===== src/rtl/mc_ctrl_pkg.sv =====
// Shared definitions for the multicycle controller: state encoding,
// opcodes, ALUOp codes, operand-select and branch-type codes.
package mc_ctrl_pkg;

   typedef enum logic [3:0] {
      S_IF     = 4'd0,
      S_ID     = 4'd1,
      S_EX_R   = 4'd2,
      S_EX_I   = 4'd3,
      S_ADDR   = 4'd4,
      S_MEM_RD = 4'd5,
      S_MEM_WR = 4'd6,
      S_WB_ALU = 4'd7,
      S_WB_MEM = 4'd8,
      S_BR     = 4'd9
   } state_e;

   localparam logic [5:0] OP_RTYPE = 6'b000000;
   localparam logic [5:0] OP_ADDI  = 6'b001000;
   localparam logic [5:0] OP_SLTI  = 6'b001010;
   localparam logic [5:0] OP_LW    = 6'b100011;
   localparam logic [5:0] OP_SW    = 6'b101011;
   localparam logic [5:0] OP_BEQ   = 6'b000100;
   localparam logic [5:0] OP_BNE   = 6'b000101;
   localparam logic [5:0] OP_BGE   = 6'b000001;
   localparam logic [5:0] OP_BGT   = 6'b000111;

   localparam logic [2:0] ALU_ADD   = 3'b000;
   localparam logic [2:0] ALU_SUB   = 3'b001;
   localparam logic [2:0] ALU_SLT   = 3'b010;
   localparam logic [2:0] ALU_RTYPE = 3'b100;

   localparam logic [1:0] SRCB_REG    = 2'b00;
   localparam logic [1:0] SRCB_FOUR   = 2'b01;
   localparam logic [1:0] SRCB_IMM    = 2'b10;
   localparam logic [1:0] SRCB_IMM_SH = 2'b11;

   localparam logic [1:0] PCSRC_ALU    = 2'b00;
   localparam logic [1:0] PCSRC_ALUOUT = 2'b01;

   localparam logic [1:0] BT_BEQ = 2'b00;
   localparam logic [1:0] BT_BNE = 2'b01;
   localparam logic [1:0] BT_BGE = 2'b10;
   localparam logic [1:0] BT_BGT = 2'b11;

   // States in which the controller may stall on the unified memory.
   function automatic logic is_wait_state(input state_e s);
      return (s == S_IF) || (s == S_MEM_RD) || (s == S_MEM_WR);
   endfunction

endpackage


===== src/rtl/mc_wait_timer.sv =====
// Memory wait counter. Ports: clk_i, rst_i (async, active-high),
// clr_i (restart), inc_i (one more wait cycle), expired_o (count == WAIT_MAX).
module mc_wait_timer #(
   parameter int WAIT_MAX = 15
) (
   input  logic clk_i,
   input  logic rst_i,
   input  logic clr_i,
   input  logic inc_i,
   output logic expired_o
);

   localparam int W = $clog2(WAIT_MAX + 1);

   logic [W-1:0] cnt_q, cnt_d;

   always_comb begin
      cnt_d = cnt_q;
      if (clr_i) begin
         cnt_d = '0;
      end else if (inc_i && (cnt_q != W'(WAIT_MAX))) begin
         cnt_d = cnt_q + 1'b1;
      end
   end

   always_ff @(posedge clk_i or posedge rst_i) begin
      if (rst_i) begin
         cnt_q <= '0;
      end else begin
         cnt_q <= cnt_d;
      end
   end

   assign expired_o = (cnt_q == W'(WAIT_MAX));

endmodule


===== src/rtl/multicycle_ctrl.sv =====
// Multicycle datapath controller (Moore FSM with memory-wait timeout).
// Ports: clk_i, rst_i (async, active-high), instr_op_i, mem_ready_i in;
// datapath control strobes/selects, state_o, illegal_o, timeout_o out.
// Define EXT_BRANCH_EN to decode bge (000001) and bgt (000111).
module multicycle_ctrl
   import mc_ctrl_pkg::*;
#(
   parameter int WAIT_MAX = 15
) (
   input  logic       clk_i,
   input  logic       rst_i,
   input  logic [5:0] instr_op_i,
   input  logic       mem_ready_i,
   output logic       pc_write_o,
   output logic       pc_write_cond_o,
   output logic       ir_write_o,
   output logic       i_or_d_o,
   output logic       mem_read_o,
   output logic       mem_write_o,
   output logic       mem_to_reg_o,
   output logic       reg_dst_o,
   output logic       reg_write_o,
   output logic       alu_src_a_o,
   output logic [1:0] alu_src_b_o,
   output logic [1:0] pc_src_o,
   output logic [2:0] alu_op_o,
   output logic [1:0] branch_type_o,
   output logic [3:0] state_o,
   output logic       illegal_o,
   output logic       timeout_o
);

   state_e state_q, state_d;
   logic   wait_st;
   logic   expired;
   logic   tmo;

   assign wait_st = is_wait_state(state_q);
   assign tmo     = wait_st & expired;

   // Counter restarts whenever the FSM moves, or after a timeout
   // (which may leave the FSM in IF, i.e. no state change).
   mc_wait_timer #(
      .WAIT_MAX (WAIT_MAX)
   ) u_wait_timer (
      .clk_i     (clk_i),
      .rst_i     (rst_i),
      .clr_i     ((state_d != state_q) | tmo),
      .inc_i     (wait_st & ~mem_ready_i & ~tmo),
      .expired_o (expired)
   );

   always_ff @(posedge clk_i or posedge rst_i) begin
      if (rst_i) begin
         state_q <= S_IF;
      end else begin
         state_q <= state_d;
      end
   end

   always_comb begin
      state_d         = state_q;
      pc_write_o      = 1'b0;
      pc_write_cond_o = 1'b0;
      ir_write_o      = 1'b0;
      i_or_d_o        = 1'b0;
      mem_read_o      = 1'b0;
      mem_write_o     = 1'b0;
      mem_to_reg_o    = 1'b0;
      reg_dst_o       = 1'b0;
      reg_write_o     = 1'b0;
      alu_src_a_o     = 1'b0;
      alu_src_b_o     = SRCB_REG;
      pc_src_o        = PCSRC_ALU;
      alu_op_o        = ALU_ADD;
      branch_type_o   = BT_BEQ;
      illegal_o       = 1'b0;

      unique case (state_q)
         S_IF: begin
            mem_read_o  = 1'b1;
            alu_src_b_o = SRCB_FOUR;
            if (tmo) begin
               state_d = S_IF;
            end else if (mem_ready_i) begin
               ir_write_o = 1'b1;
               pc_write_o = 1'b1;
               state_d    = S_ID;
            end
         end
         S_ID: begin
            alu_src_b_o = SRCB_IMM_SH;
            case (instr_op_i)
               OP_RTYPE:        state_d = S_EX_R;
               OP_ADDI, OP_SLTI: state_d = S_EX_I;
               OP_LW, OP_SW:    state_d = S_ADDR;
               OP_BEQ, OP_BNE:  state_d = S_BR;
`ifdef EXT_BRANCH_EN
               OP_BGE, OP_BGT:  state_d = S_BR;
`endif
               default: begin
                  illegal_o = 1'b1;
                  state_d   = S_IF;
               end
            endcase
         end
         S_EX_R: begin
            alu_src_a_o = 1'b1;
            alu_op_o    = ALU_RTYPE;
            state_d     = S_WB_ALU;
         end
         S_EX_I: begin
            alu_src_a_o = 1'b1;
            alu_src_b_o = SRCB_IMM;
            alu_op_o    = (instr_op_i == OP_SLTI) ? ALU_SLT : ALU_ADD;
            state_d     = S_WB_ALU;
         end
         S_ADDR: begin
            alu_src_a_o = 1'b1;
            alu_src_b_o = SRCB_IMM;
            state_d     = (instr_op_i == OP_LW) ? S_MEM_RD : S_MEM_WR;
         end
         S_MEM_RD: begin
            i_or_d_o   = 1'b1;
            mem_read_o = 1'b1;
            if (tmo) begin
               state_d = S_IF;
            end else if (mem_ready_i) begin
               state_d = S_WB_MEM;
            end
         end
         S_MEM_WR: begin
            i_or_d_o    = 1'b1;
            mem_write_o = 1'b1;
            if (tmo || mem_ready_i) begin
               state_d = S_IF;
            end
         end
         S_WB_ALU: begin
            reg_write_o = 1'b1;
            reg_dst_o   = (instr_op_i == OP_RTYPE);
            state_d     = S_IF;
         end
         S_WB_MEM: begin
            reg_write_o  = 1'b1;
            mem_to_reg_o = 1'b1;
            state_d      = S_IF;
         end
         S_BR: begin
            alu_src_a_o     = 1'b1;
            alu_op_o        = ALU_SUB;
            pc_write_cond_o = 1'b1;
            pc_src_o        = PCSRC_ALUOUT;
            case (instr_op_i)
               OP_BNE:  branch_type_o = BT_BNE;
`ifdef EXT_BRANCH_EN
               OP_BGE:  branch_type_o = BT_BGE;
               OP_BGT:  branch_type_o = BT_BGT;
`endif
               default: branch_type_o = BT_BEQ;
            endcase
            state_d = S_IF;
         end
         default: state_d = S_IF;
      endcase

      // IF strobes follow mem_ready_i combinationally; keep them
      // quiet while reset holds the FSM in IF.
      if (rst_i) begin
         ir_write_o = 1'b0;
         pc_write_o = 1'b0;
      end
   end

   assign state_o   = state_q;
   assign timeout_o = tmo;

endmodule


===== config.mk =====
export PLATFORM = sky130hd
export DESIGN_NAME = multicycle_ctrl
export DESIGN_NICKNAME = d
export VERILOG_FILES = /design/src/rtl/mc_ctrl_pkg.sv /design/src/rtl/mc_wait_timer.sv /design/src/rtl/multicycle_ctrl.sv
export SDC_FILE = /design/constraint.sdc
export NUM_CORES = 1
export LEC_CHECK = 0
export ABC_AREA = 0
export BUFFER_PORTS_ARGS = -buffer_cell sky130_fd_sc_hd__buf_2
export CAP_MARGIN = 40
export CORE_MARGIN = 2
export CORE_UTILIZATION = 25
export DETAILED_ROUTE_END_ITERATION = 7
export HOLD_SLACK_MARGIN = 0.08
export SYNTH_ARGS = -nofsm -noshare
export SYNTH_HDL_FRONTEND = slang
export SYNTH_HIERARCHICAL = 1
export SYNTH_SLANG_ARGS = --single-unit

===== constraint.sdc =====
create_clock -name clk_i -period 2.8 [get_ports clk_i]
set_input_delay 0.42 -clock clk_i [delete_from_list [all_inputs] [get_ports clk_i]]
set_output_delay 0.42 -clock clk_i [all_outputs]
set_load 0.1 [all_outputs]

# After elaboration in Yosys (flattened, before gate mapping)
# Cells that the tools add are included.
# totals
register_bits,8
wordCells,74
# op_classes
add_sub_neg,1
n_eq_ne,18
muxes,30
bitwise_logic,6
n_reduce_logical,17
# op_table
operator,count
4-bit 2-to-1 mux,7
4-bit case mux with 6 select lines,1
1-bit 2-to-1 mux,17
4-bit by 3-bit == test with 1-bit output (second input constant),4
4-bit case mux with 4 select lines,1
2-bit OR reduction,8
4-bit == test (second input constant),3
6-bit by 3-bit == test with 1-bit output (second input constant),2
6-bit by 4-bit == test with 1-bit output (second input constant),2
6-bit == test (second input constant),2
3-bit case mux with 3 select lines,1
4-bit by 2-bit == test with 1-bit output (second input constant),2
7-bit OR reduction,1
6-bit logical NOT,1
2-bit case mux with 3 select lines,1
4-bit by 1-bit adder with 4-bit output (second input constant),1
4-bit by 1-bit == test with 1-bit output (second input constant),1
4-bit logical NOT,1
2-bit 2-to-1 mux,2
4-bit inequality test,1
4-bit inequality test (second input constant),1
4-bit OR reduction,1
1-bit bitwise AND,3
1-bit logical OR,3
other kinds (4),5

# Depth between registers and ports, before layout
# Gate-level depths: netlist of the first run.
# logic_depth
depth_word,10
mapped_depth,11

# Modules after synthesis
# The synthesis of the first run kept the hierarchy.
# by_module_without_submodules
module,instances,cells_per_inst,area_per_inst_um2,seq_area_each_um2
multicycle_ctrl,1,103,728.2,100.1
mc_wait_timer,1,21,232.7,100.1

# Least setup slack after synthesis of the first run
# No wires, ideal clock.
# synth_path
kind,reg2out
startpoint,"reg state_q[3], in the netlist state_o[3]"
endpoint,out reg_write_o
arrival_ps,4566
required_ps,2380
slack_ps,-2186
stages_incl_launch_ff,5
n_path_buf,1
cell_sequence,dfrtp_1 > clkbuf_1 > nand2_1 > nor3_1 > o21bai_1
# synth_via
elab_chain_len,3
word_cells_on_any_way,4
# synth_lines
element,line,rtl
from (decl),multicycle_ctrl.sv:33,"state_e state_q, state_d;"
from (signal assigned),multicycle_ctrl.sv:57,state_q <= state_d;
4-bit == test or 4-bit by 3-bit == test with 1-bit output (tied branches),multicycle_ctrl.sv:79,unique case (state_q)
2-bit OR reduction (no line) *,--,
1-bit 2-to-1 mux *,multicycle_ctrl.sv:79,
to (decl),multicycle_ctrl.sv:22,"output logic reg_write_o,"
# Every way passes the cells marked *; elsewhere a longest branch is shown, timed or not.

# Worst setup path after layout of the first run
# layout_path
startpoint,"reg state_q[1], in the netlist state_o[1]"
endpoint,out illegal_o
# layout_via
elab_chain_len,2
# layout_lines
element,line,rtl
4-bit by 1-bit == test with 1-bit output,multicycle_ctrl.sv:79,
1-bit 2-to-1 mux,multicycle_ctrl.sv:79,
to (decl),multicycle_ctrl.sv:29,"output logic illegal_o,"
# Every way passes these cells.

==> impl_results.md, run 1 <==
* Critical Path Slowest Stage Cell: dfrtp_4
* Post-detailed-route count of antenna-violating nets at 0
* Crit-path max FO at 24
* Number of buffers and inverters on the critical path at 1
* Total GRT Usage at 12.6%
* Antenna diode count at 0
* Most used flip-flop cell after synthesis: dfrtp_1
* Top area cells in the synthesized netlist: dfrtp_1 21%, nor2_1 5.9%, a21oi_1 5.7%, nand2b_1 4.6%, nor3_1 4.2%
* Max-Cap Viols at 0
* Post-Synthesis Cell Area at 961 um2
* Latest clock arrival within the worst-skew pair at 0.23 ns
* Maximum frequency from static timing analysis at 381 MHz
* Area added between synthesis and finish at 37.5%
* Type of the worst setup path: reg2out
* Cell count after synthesis at 124
* Initial Utilization at 26.1%
* Number of max-slew violations in the final report at 0
* RSZ-0062 raised after global routing: false
* Min-Delay Path Class: reg2reg
* Total number of vias at 1014
* Final setup violation count at 0
* Most common library cell in the layout ignoring fill and taps: buf_2
* Post-CTS setup buffer count at 0
* X dimension of the die at 66.0 um
* Post-synthesis cell type count at 50
* Share of Yosys cell area claimed by the top area cell type at 20.8%
* Core area at 3690 um2
* Clock transition at the register clock pins on the worst setup and hold paths after CTS at 0.04 ns
* Number of optimization iterations in the first detailed-route pass at 4
* Remaining global-route overflow at 0
* Total count of hold-check failures in the final report at 0
* Inserted Clock Buffers at 3
* DPL Wire Length at 2000 um
* Synth warn at 6
* Portion of the post-synthesis area used by sequential elements at 20.8%
* Cell type with the highest aggregate area in the netlist: dfrtp_1
* Ratio of final minimum period to clock period at 93.7%
* TritonCTS clock tree: yes
* DRT Wirelength at 2580 um
* Highest-count cells in the layout ignoring fill and taps: 30 x buf_2, 11 x nor2_1, 10 x a21oi_1
* First-pass GRT wire length at 4330 um
* Number of top-level pins at 34
* Largest net degree at the start of global routing at 25
* Layout cell share with drive strength beyond 1 at 44.7%
* Vias per std cell at 5.12
* Result of the run: complete, no violations
* Count of state elements after synthesis at 8
* Final weighted congestion in routability-driven placement at 0.739
* Clock tree root driver cell: clkbuf_8
* Height of the die at 66.0 um
* Final standard cell utilization of the core at 35.8%
* Avg Inst Size Synth at 7.75 um2
* CTS H-tree lvls at 1
* Buffer depth of the longest clock path at 2
* Antenna violations before repair at 0
* DRT iter0 DRCs at 25
* Crit path cell chain: nand2b_1 -> nor2_1 -> nand2_1 -> nor4_4 -> buf_2
* Cell class contributing the biggest share of worst-path delay: simple AND/OR/NAND/NOR gates
* Setup crit end kind: output pin
* Count of standard-cell rows at 22
* Synth async-reset ratio at 100%
* Number of remaining DRC errors at 0
* Clock Skew at 0.00750 ns
* Die Outline Area at 4360 um2
* Via count of the first global-routing pass at 950
* Critical path startpoint category: register
* Number of input and output port buffers inserted at 31
* Sinks on the clock net at 8
* Worst Path Required at 2.38 ns
* Arrival time at the worst endpoint at 2.20 ns
* Nets at 161
* DR WL/cell at 13.0 um
* Post-synth EDFFs at 0
* Highest cell delay on the worst timing path at 0.60 ns
* Fin crit period at 2.62 ns
* Register-to-register path setup slack at 0.27 ns
==> cells in the mapped netlist (2+ instances only) <==
cell,count
nor2b_1,4
xor2_1,2
a211oi_1,2
buf_2,4
nor3_1,8
o22ai_1,3
buf_4,4
or3_1,2
inv_1,4
nand4_1,4
a21oi_1,11
nand2b_1,7
nor2_1,15
nor4_1,2
buf_6,2
nor3b_1,2
o21ai_1,2
nand2_1,5
mux2i_1,2
nor4b_1,2
dfrtp_1,8
==> flip-flops by register name, summed over array words and instances, names as in the netlist <==
name and count:
state_o 4, u_wait_timer/cnt_q 4
==> final timing paths <==
path	startpoint	to	depth (start not counted)
max	state_o[1]$_DFF_PP0_	illegal_o	5
min	u_wait_timer/cnt_q[3]$_DFFE_PP0P_	u_wait_timer/cnt_q[3]$_DFFE_PP0P_	2
max reg2reg	u_wait_timer/cnt_q[0]$_DFFE_PP0P_	u_wait_timer/cnt_q[3]$_DFFE_PP0P_	10
min reg2reg	u_wait_timer/cnt_q[3]$_DFFE_PP0P_	u_wait_timer/cnt_q[3]$_DFFE_PP0P_	2
max in group asynchronous	rst_i	state_o[0]$_DFF_PP0_	3
min in group asynchronous	rst_i	u_wait_timer/cnt_q[2]$_DFFE_PP0P_	3
==> through the flow <==
step,cells,hold slack (ns),setup TNS (ns),instance area (um2),worst slack (ns)
6_report,198,0.587,0,1320,0.176
5_1_grt,198,0.612,0,1320,0.0247
4_1_cts,198,0.586,0,1310,0.117
3_5_place_dp,193,0.316,0,1250,0.119
3_3_place_gp,193,0.314,0,1250,0.238
2_1_floorplan,125,0.186,-0.242,1110,-0.136
==> repair_timing <==
item | in CTS | in global routing
gates resized for setup | 0 | 2
hold endpoints to repair | 4 | 0
hold buffers | 1 | 0
endpoints found under the setup margin | 0 | 4
==> final cells by class <==
| cell class | count | area, um2 |
|---|---|---|
| inverters | 4 | 15.0 |
| repair buffers | 33 | 188 |
| clock buffers | 4 | 45.0 |
| flip-flops and latches | 8 | 215 |
| well taps | 48 | 60.1 |
| fillers | 399 | 2370 |
| multi-input cells | 101 | 798 |
==> kinds of logic after synthesis <==
| group | count (synthesis) | share of synthesized area [%] |
|---|---|---|
| flops | 8 | 20.8 |
| simple gates | 64 | 39.5 |
| buf+inv | 16 | 9.89 |
| mux | 3 | 3.65 |
| xor+xnor | 2 | 1.82 |
| compound gates | 29 | 22.7 |
| other cells | 1 | 0.390 |
| fa+ha+maj | 1 | 1.30 |
==> routing by layer <==
metal / part of all wire (%) / wire length (um) / GRT usage, %
met1: 42 / 1100 / 15.6
met2: 52 / 1330 / 22.3
met3: 4.8 / 124 / 2.04
met4: 1.0 / 27 / 3.83
met5: 0 / 0 / 0
==> worst register-to-register path, delay by kind of cell, from the launching register on <==
family                   cells  cell delay, ns
AND/OR/NAND/NOR              5            1.20
AO/OA/AOI/OAI                3            0.48
flip-flops                   1            0.41
adder cells (fa/ha/maj)      1            0.24
XOR/XNOR                     1            0.12
Power of run 1 is not shown: default switching activity piles up to over one toggle a cycle in this logic, so the estimate is an artifact.
==> inputs of run 2 (changes only) <==
--- a/config.mk
+++ b/config.mk
@@ -8,9 +8,11 @@
 export ABC_AREA = 0
 export BUFFER_PORTS_ARGS = -buffer_cell sky130_fd_sc_hd__buf_2
 export CAP_MARGIN = 40
+export CORE_ASPECT_RATIO = 0.75
 export CORE_MARGIN = 2
 export CORE_UTILIZATION = 25
 export DETAILED_ROUTE_END_ITERATION = 7
+export GPL_TIMING_DRIVEN = 0
 export HOLD_SLACK_MARGIN = 0.08
 export SYNTH_ARGS = -nofsm -noshare
 export SYNTH_HDL_FRONTEND = slang
==> run 2 against run 1 <==
Compared with the run above: utilization up 3.1 points; clock-buffer cell count down 1; sequential share of layout area down 1.2 points; register-to-register slack worse by 0.16 ns; first-iteration DRC count up 150%; cell count up 7.1%; wire length up 11%; setup slack worse by 0.067 ns; die area up 0.13%; critical endpoint is now u_wait_timer/cnt_q[0]$_DFFE_PP0P_.
==> impl_results.md, run 2 (synthesis results as in run 1) <==
* X dimension of the die at 75.6 um
* DR WL/cell at 13.5 um
* RSZ-0062 raised after global routing: true
* Crit-path max FO at 9
* Worst setup slack after placement at -0.0315 ns
* Remaining global-route overflow at 0
* Highest-count cells in the layout ignoring fill and taps: 35 x buf_2, 10 x nor2_1, 10 x a21oi_1
* Critical R2R Launch: u_wait_timer/cnt_q[0]$_DFFE_PP0P_
* Min-Delay Path Class: in2async
* Post-detailed-route count of antenna-violating nets at 0
* Latest clock arrival within the worst-skew pair at 0.23 ns
* Antenna violations before repair at 0
* Nets at 172
* Clock Skew at 0.000442 ns
* Inserted Clock Buffers at 3
* Worst Path Required at 2.91 ns
* Fillers at 394
* Fin crit period at 2.69 ns
* Final WS setup at 0.109 ns
* Clock transition at the register clock pins on the worst setup and hold paths after CTS at 0.04 ns
* Placed inst area at 1330 um2
* Area added between synthesis and finish at 48.2%
* Ratio of final minimum period to clock period at 96.1%
* Most common library cell in the layout ignoring fill and taps: buf_2
* Arrival time at the worst endpoint at 2.80 ns
* Core area at 3660 um2
* Via count of the first global-routing pass at 1009
* TritonCTS clock tree: yes
* Total count of hold-check failures in the final report at 0
* Max-Cap Viols at 0
* Buffer depth of the longest clock path at 2
* Number of optimization iterations in the first detailed-route pass at 4
* First-pass GRT wire length at 4680 um
* Total GRT Usage at 13.7%
* Reg-to-Reg End: u_wait_timer/cnt_q[0]$_DFFE_PP0P_
* Maximum frequency from static timing analysis at 372 MHz
* CTS H-tree lvls at 1
* DPL Wire Length at 2220 um
* Count of hold buffers inserted by post-cts repair at 0
* Total number of vias at 1090
* Final setup violation count at 0
* Number of max-slew violations in the final report at 0
* Height of the die at 57.7 um
* DRT Wirelength at 2860 um
* Count of standard-cell rows at 19
* Final weighted congestion in routability-driven placement at 0.894
* Largest net degree at the start of global routing at 11
* DRT iter0 DRCs at 62
* Setup crit end kind: register
* Vias per std cell at 5.14
* Die Outline Area at 4360 um2
* Initial Utilization at 26.2%
* Final standard cell utilization of the core at 38.9%
* Cell area after layout at 1420 um2
* Clock tree root driver cell: clkbuf_8
* Sinks on the clock net at 8
* Layout cell share with drive strength beyond 1 at 51.2%
* Antenna diode count at 0
* Register-to-register path setup slack at 0.11 ns
* Number of input and output port buffers inserted at 31
* Sequential cell area at 215 um2
* Number of remaining DRC errors at 0
* Number of top-level pins at 34
* Path depth of the worst reg2reg path at 10
* Type of the worst setup path: reg2reg
* Multi-input logic area at 832 um2
* Result of the run: complete, no violations
* Accumulated negative setup slack at 0 ns
* Critical path startpoint category: register
## run 2: cell type report
class / count / area share (%)
buffer: 12 / 6.33
clock buffer: 3 / 2.90
inverter: 4 / 1.05
multi-input combinational: 101 / 58.4
sequential: 8 / 15.1
tap: 52 / 4.57
timing repair buffer: 32 / 11.6
## run 2: worst max path at each step
stage                                           start                           endpoint  slack [ns]
global route        u_wait_timer/cnt_q[0]$_DFFE_PP0P_  u_wait_timer/cnt_q[3]$_DFFE_PP0P_       -0.04
finish              u_wait_timer/cnt_q[0]$_DFFE_PP0P_  u_wait_timer/cnt_q[0]$_DFFE_PP0P_        0.11
floorplan                        state_o[3]$_DFF_PP0_                        reg_write_o       -0.14
detailed placement  u_wait_timer/cnt_q[0]$_DFFE_PP0P_  u_wait_timer/cnt_q[0]$_DFFE_PP0P_       -0.03
global placement    u_wait_timer/cnt_q[0]$_DFFE_PP0P_  u_wait_timer/cnt_q[0]$_DFFE_PP0P_        0.04
CTS                 u_wait_timer/cnt_q[0]$_DFFE_PP0P_  u_wait_timer/cnt_q[0]$_DFFE_PP0P_        0.05
## run 2: per-stage QoR
stage	hold WS, ns	instances
2_1_floorplan	0.186	125
3_3_place_gp	0.315	208
3_5_place_dp	0.331	208
4_1_cts	0.0882	211
5_1_grt	0.0946	212
6_report	0.0866	212
## run 2: worst max-delay path, stage by stage, from the launching register on
cell	delay [ns]
dfrtp_1	0.41
ha_1	0.25
and3_4	0.20
buf_2	0.20
nor2_4	0.16
nor2b_1	0.06
o32ai_1	0.29
nand4_1	0.23
nor3_4	0.24
nor2b_4	0.21
mux2_4	0.31
## run 2: repair_timing
item,CTS,global route
buffers inserted,0,1
resized for setup,1,8
setup endpoints to repair,2,4
pin swaps,0,2
## run 2: per-layer routing
metal	share of wire [%]	vias up	global-route usage, %
met3	5.0	3	2.96
met1	45	525	19.6
met2	49	37	21.7
met4	0.38	0	2.26
met5	0	-	0
li1	-	525	-
Power of run 2 is left out for the same reason.
==> inputs of run 3 (changes only) <==
--- a/config.mk
+++ b/config.mk
@@ -9,11 +9,11 @@
 export BUFFER_PORTS_ARGS = -buffer_cell sky130_fd_sc_hd__buf_2
 export CAP_MARGIN = 40
 export CORE_ASPECT_RATIO = 0.75
-export CORE_MARGIN = 2
-export CORE_UTILIZATION = 25
+export CORE_UTILIZATION = 49
 export DETAILED_ROUTE_END_ITERATION = 7
 export GPL_TIMING_DRIVEN = 0
 export HOLD_SLACK_MARGIN = 0.08
+export PLACE_DENSITY = 0.79
 export SYNTH_ARGS = -nofsm -noshare
 export SYNTH_HDL_FRONTEND = slang
 export SYNTH_HIERARCHICAL = 1
==> run 3 against run 2 <==
Compared with the run above: cell count decreased by 14%; first-iteration DRC count decreased by 45%; setup slack got worse by 0.036 ns; die area decreased by 51%; critical endpoint is now ir_write_o.
==> impl_results.md, run 3 (synthesis results as in run 1) <==
* Latest clock arrival within the worst-skew pair at 0.26 ns
* Type of the worst setup path: reg2out
* X dimension of the die at 53.1 um
* Layout cell share with drive strength beyond 1 at 50.3%
* Core area at 1790 um2
* Count of standard-cell rows at 13
* Final setup violation count at 0
* M2 GR Usage at 40.8%
* Highest cell delay on the worst timing path at 0.51 ns
* Max-Cap Viols at 0
* Min-Delay Path Class: reg2reg
* Worst Path Required at 2.38 ns
* Critical Path Slowest Stage Cell: dfrtp_4
* Height of the die at 40.4 um
* TritonCTS clock tree: yes
* Critical R2R Launch: u_wait_timer/cnt_q[0]$_DFFE_PP0P_
* Placed inst area at 1290 um2
* Area added between synthesis and finish at 41.9%
* Setup crit end kind: output pin
* Path depth of the worst reg2reg path at 10
* Die Outline Area at 2140 um2
* Sinks on the clock net at 8
* Arrival time at the worst endpoint at 2.31 ns
* DRT iter0 DRCs at 34
* Final weighted congestion in routability-driven placement at 0.884
* Number of max-slew violations in the final report at 0
* Number of optimization iterations in the first detailed-route pass at 4
* Nets at 173
* Clock transition at the register clock pins on the worst setup and hold paths after CTS at 0.06 ns
* Highest-count cells in the layout ignoring fill and taps: 34 x buf_2, 10 x nor2_1, 10 x a21oi_1
* Ratio of final minimum period to clock period at 97.4%
* Total count of hold-check failures in the final report at 0
* Total number of vias at 1078
* Inserted Clock Buffers at 3
* DR WL/cell at 15.2 um
* Fin crit period at 2.73 ns
* DRT Wirelength at 2780 um
* Cell area after layout at 1360 um2
* Top cell by count, worst path: buf_2
* Buffer depth of the longest clock path at 2
* Number of input and output port buffers inserted at 31
* Crit path cell chain: buf_2 -> buf_2 -> nor2_1 -> nand4_1 -> nor2_4 -> buf_2
* Clock tree root driver cell: clkbuf_4
* CTS H-tree lvls at 1
* Number of remaining DRC errors at 0
* Post-detailed-route count of antenna-violating nets at 0
* First-pass GRT wire length at 4020 um
* Maximum frequency from static timing analysis at 367 MHz
* Hold Crit Start: u_wait_timer/cnt_q[1]$_DFFE_PP0P_
* Vias per std cell at 5.89
* Initial Utilization at 53.7%
* Depth of the worst hold-timing path at 2
* Antenna diode count at 0
* Critical path startpoint category: register
* Via count of the first global-routing pass at 805
* Remaining global-route overflow at 0
* Met1 GRT Util at 40.9%
* Crit-path max FO at 10
* Number of top-level pins at 34
* DPL Wire Length at 2180 um
* Start point of the critical path: state_o[1]$_DFF_PP0_
* Total GRT Usage at 28.1%
* Busiest layer in global routing: met1
* Most common library cell in the layout ignoring fill and taps: buf_2
* Largest net degree at the start of global routing at 11
* Result of the run: complete, no violations
* Clock Skew at 0.00462 ns
* Antenna violations before repair at 0
* GR Layer Usage met3 at 6.44%
-- run 3: cell count changes in the layout (fill, tap and decap cells not counted), sizes merged --
cell,change
dlygate4sd3,+1
-- run 3: path summary, 6_finish.rpt --
| kind | end | slack (ns) |
|---|---|---|
| max in group asynchronous | state_o[2]$_DFF_PP0_ | 1.97 |
| hold reg to reg | u_wait_timer/cnt_q[1]$_DFFE_PP0P_ | 0.58 |
| setup / recovery | ir_write_o | 0.07 |
| min in group asynchronous | u_wait_timer/cnt_q[3]$_DFFE_PP0P_ | 0.61 |
| setup reg to reg | u_wait_timer/cnt_q[0]$_DFFE_PP0P_ | 0.14 |
| hold / removal | u_wait_timer/cnt_q[1]$_DFFE_PP0P_ | 0.58 |
-- run 3: metrics by stage --
stage	util (%)	setup TNS, ns	cells	hold WS, ns	setup WS (ns)
floorplan	-	-0.242	125	0.186	-0.136
global placement	72.1	0	178	0.321	0.0452
detailed placement	72.1	-0.0246	178	0.323	-0.0163
CTS	74.2	0	182	0.581	0.0644
global route	76.2	-0.0524	183	0.602	-0.0283
finish	76.2	0	183	0.584	0.0729
-- run 3: critical path: cells and delay by family, from the launching register on --
kind | cells | cell delay, ns
buffers and inverters | 3 | 0.86
DFF | 1 | 0.51
and+or+nand+nor | 3 | 0.67
-- run 3: layer usage --
metal	wire, um	part of all wire, %	up-vias
li1	-	-	524
met1	1290	46	483
met2	1170	42	69
met3	303	11	2
met4	12	0.43	0
met5	0	0	-
-- run 3: final cells by class --
| class | count | area, um2 |
|---|---|---|
| Multi-Input combinational cell | 101 | 816 |
| Fill cell | 137 | 425 |
| Sequential cell | 8 | 215 |
| Timing Repair Buffer | 33 | 175 |
| Buffer | 12 | 92.6 |
| Tap cell | 22 | 27.5 |
| Clock buffer | 3 | 22.5 |
| Inverter | 4 | 15.0 |
-- run 3: repair_timing --
action,4_1_cts,5_1_grt
resized for setup,1,7
hold endpoints to repair,8,0
setup buffers,0,1
pin swaps,0,2
hold buffers,1,0
endpoints found under the setup margin,2,4
Power of run 3 is left out for the same reason.
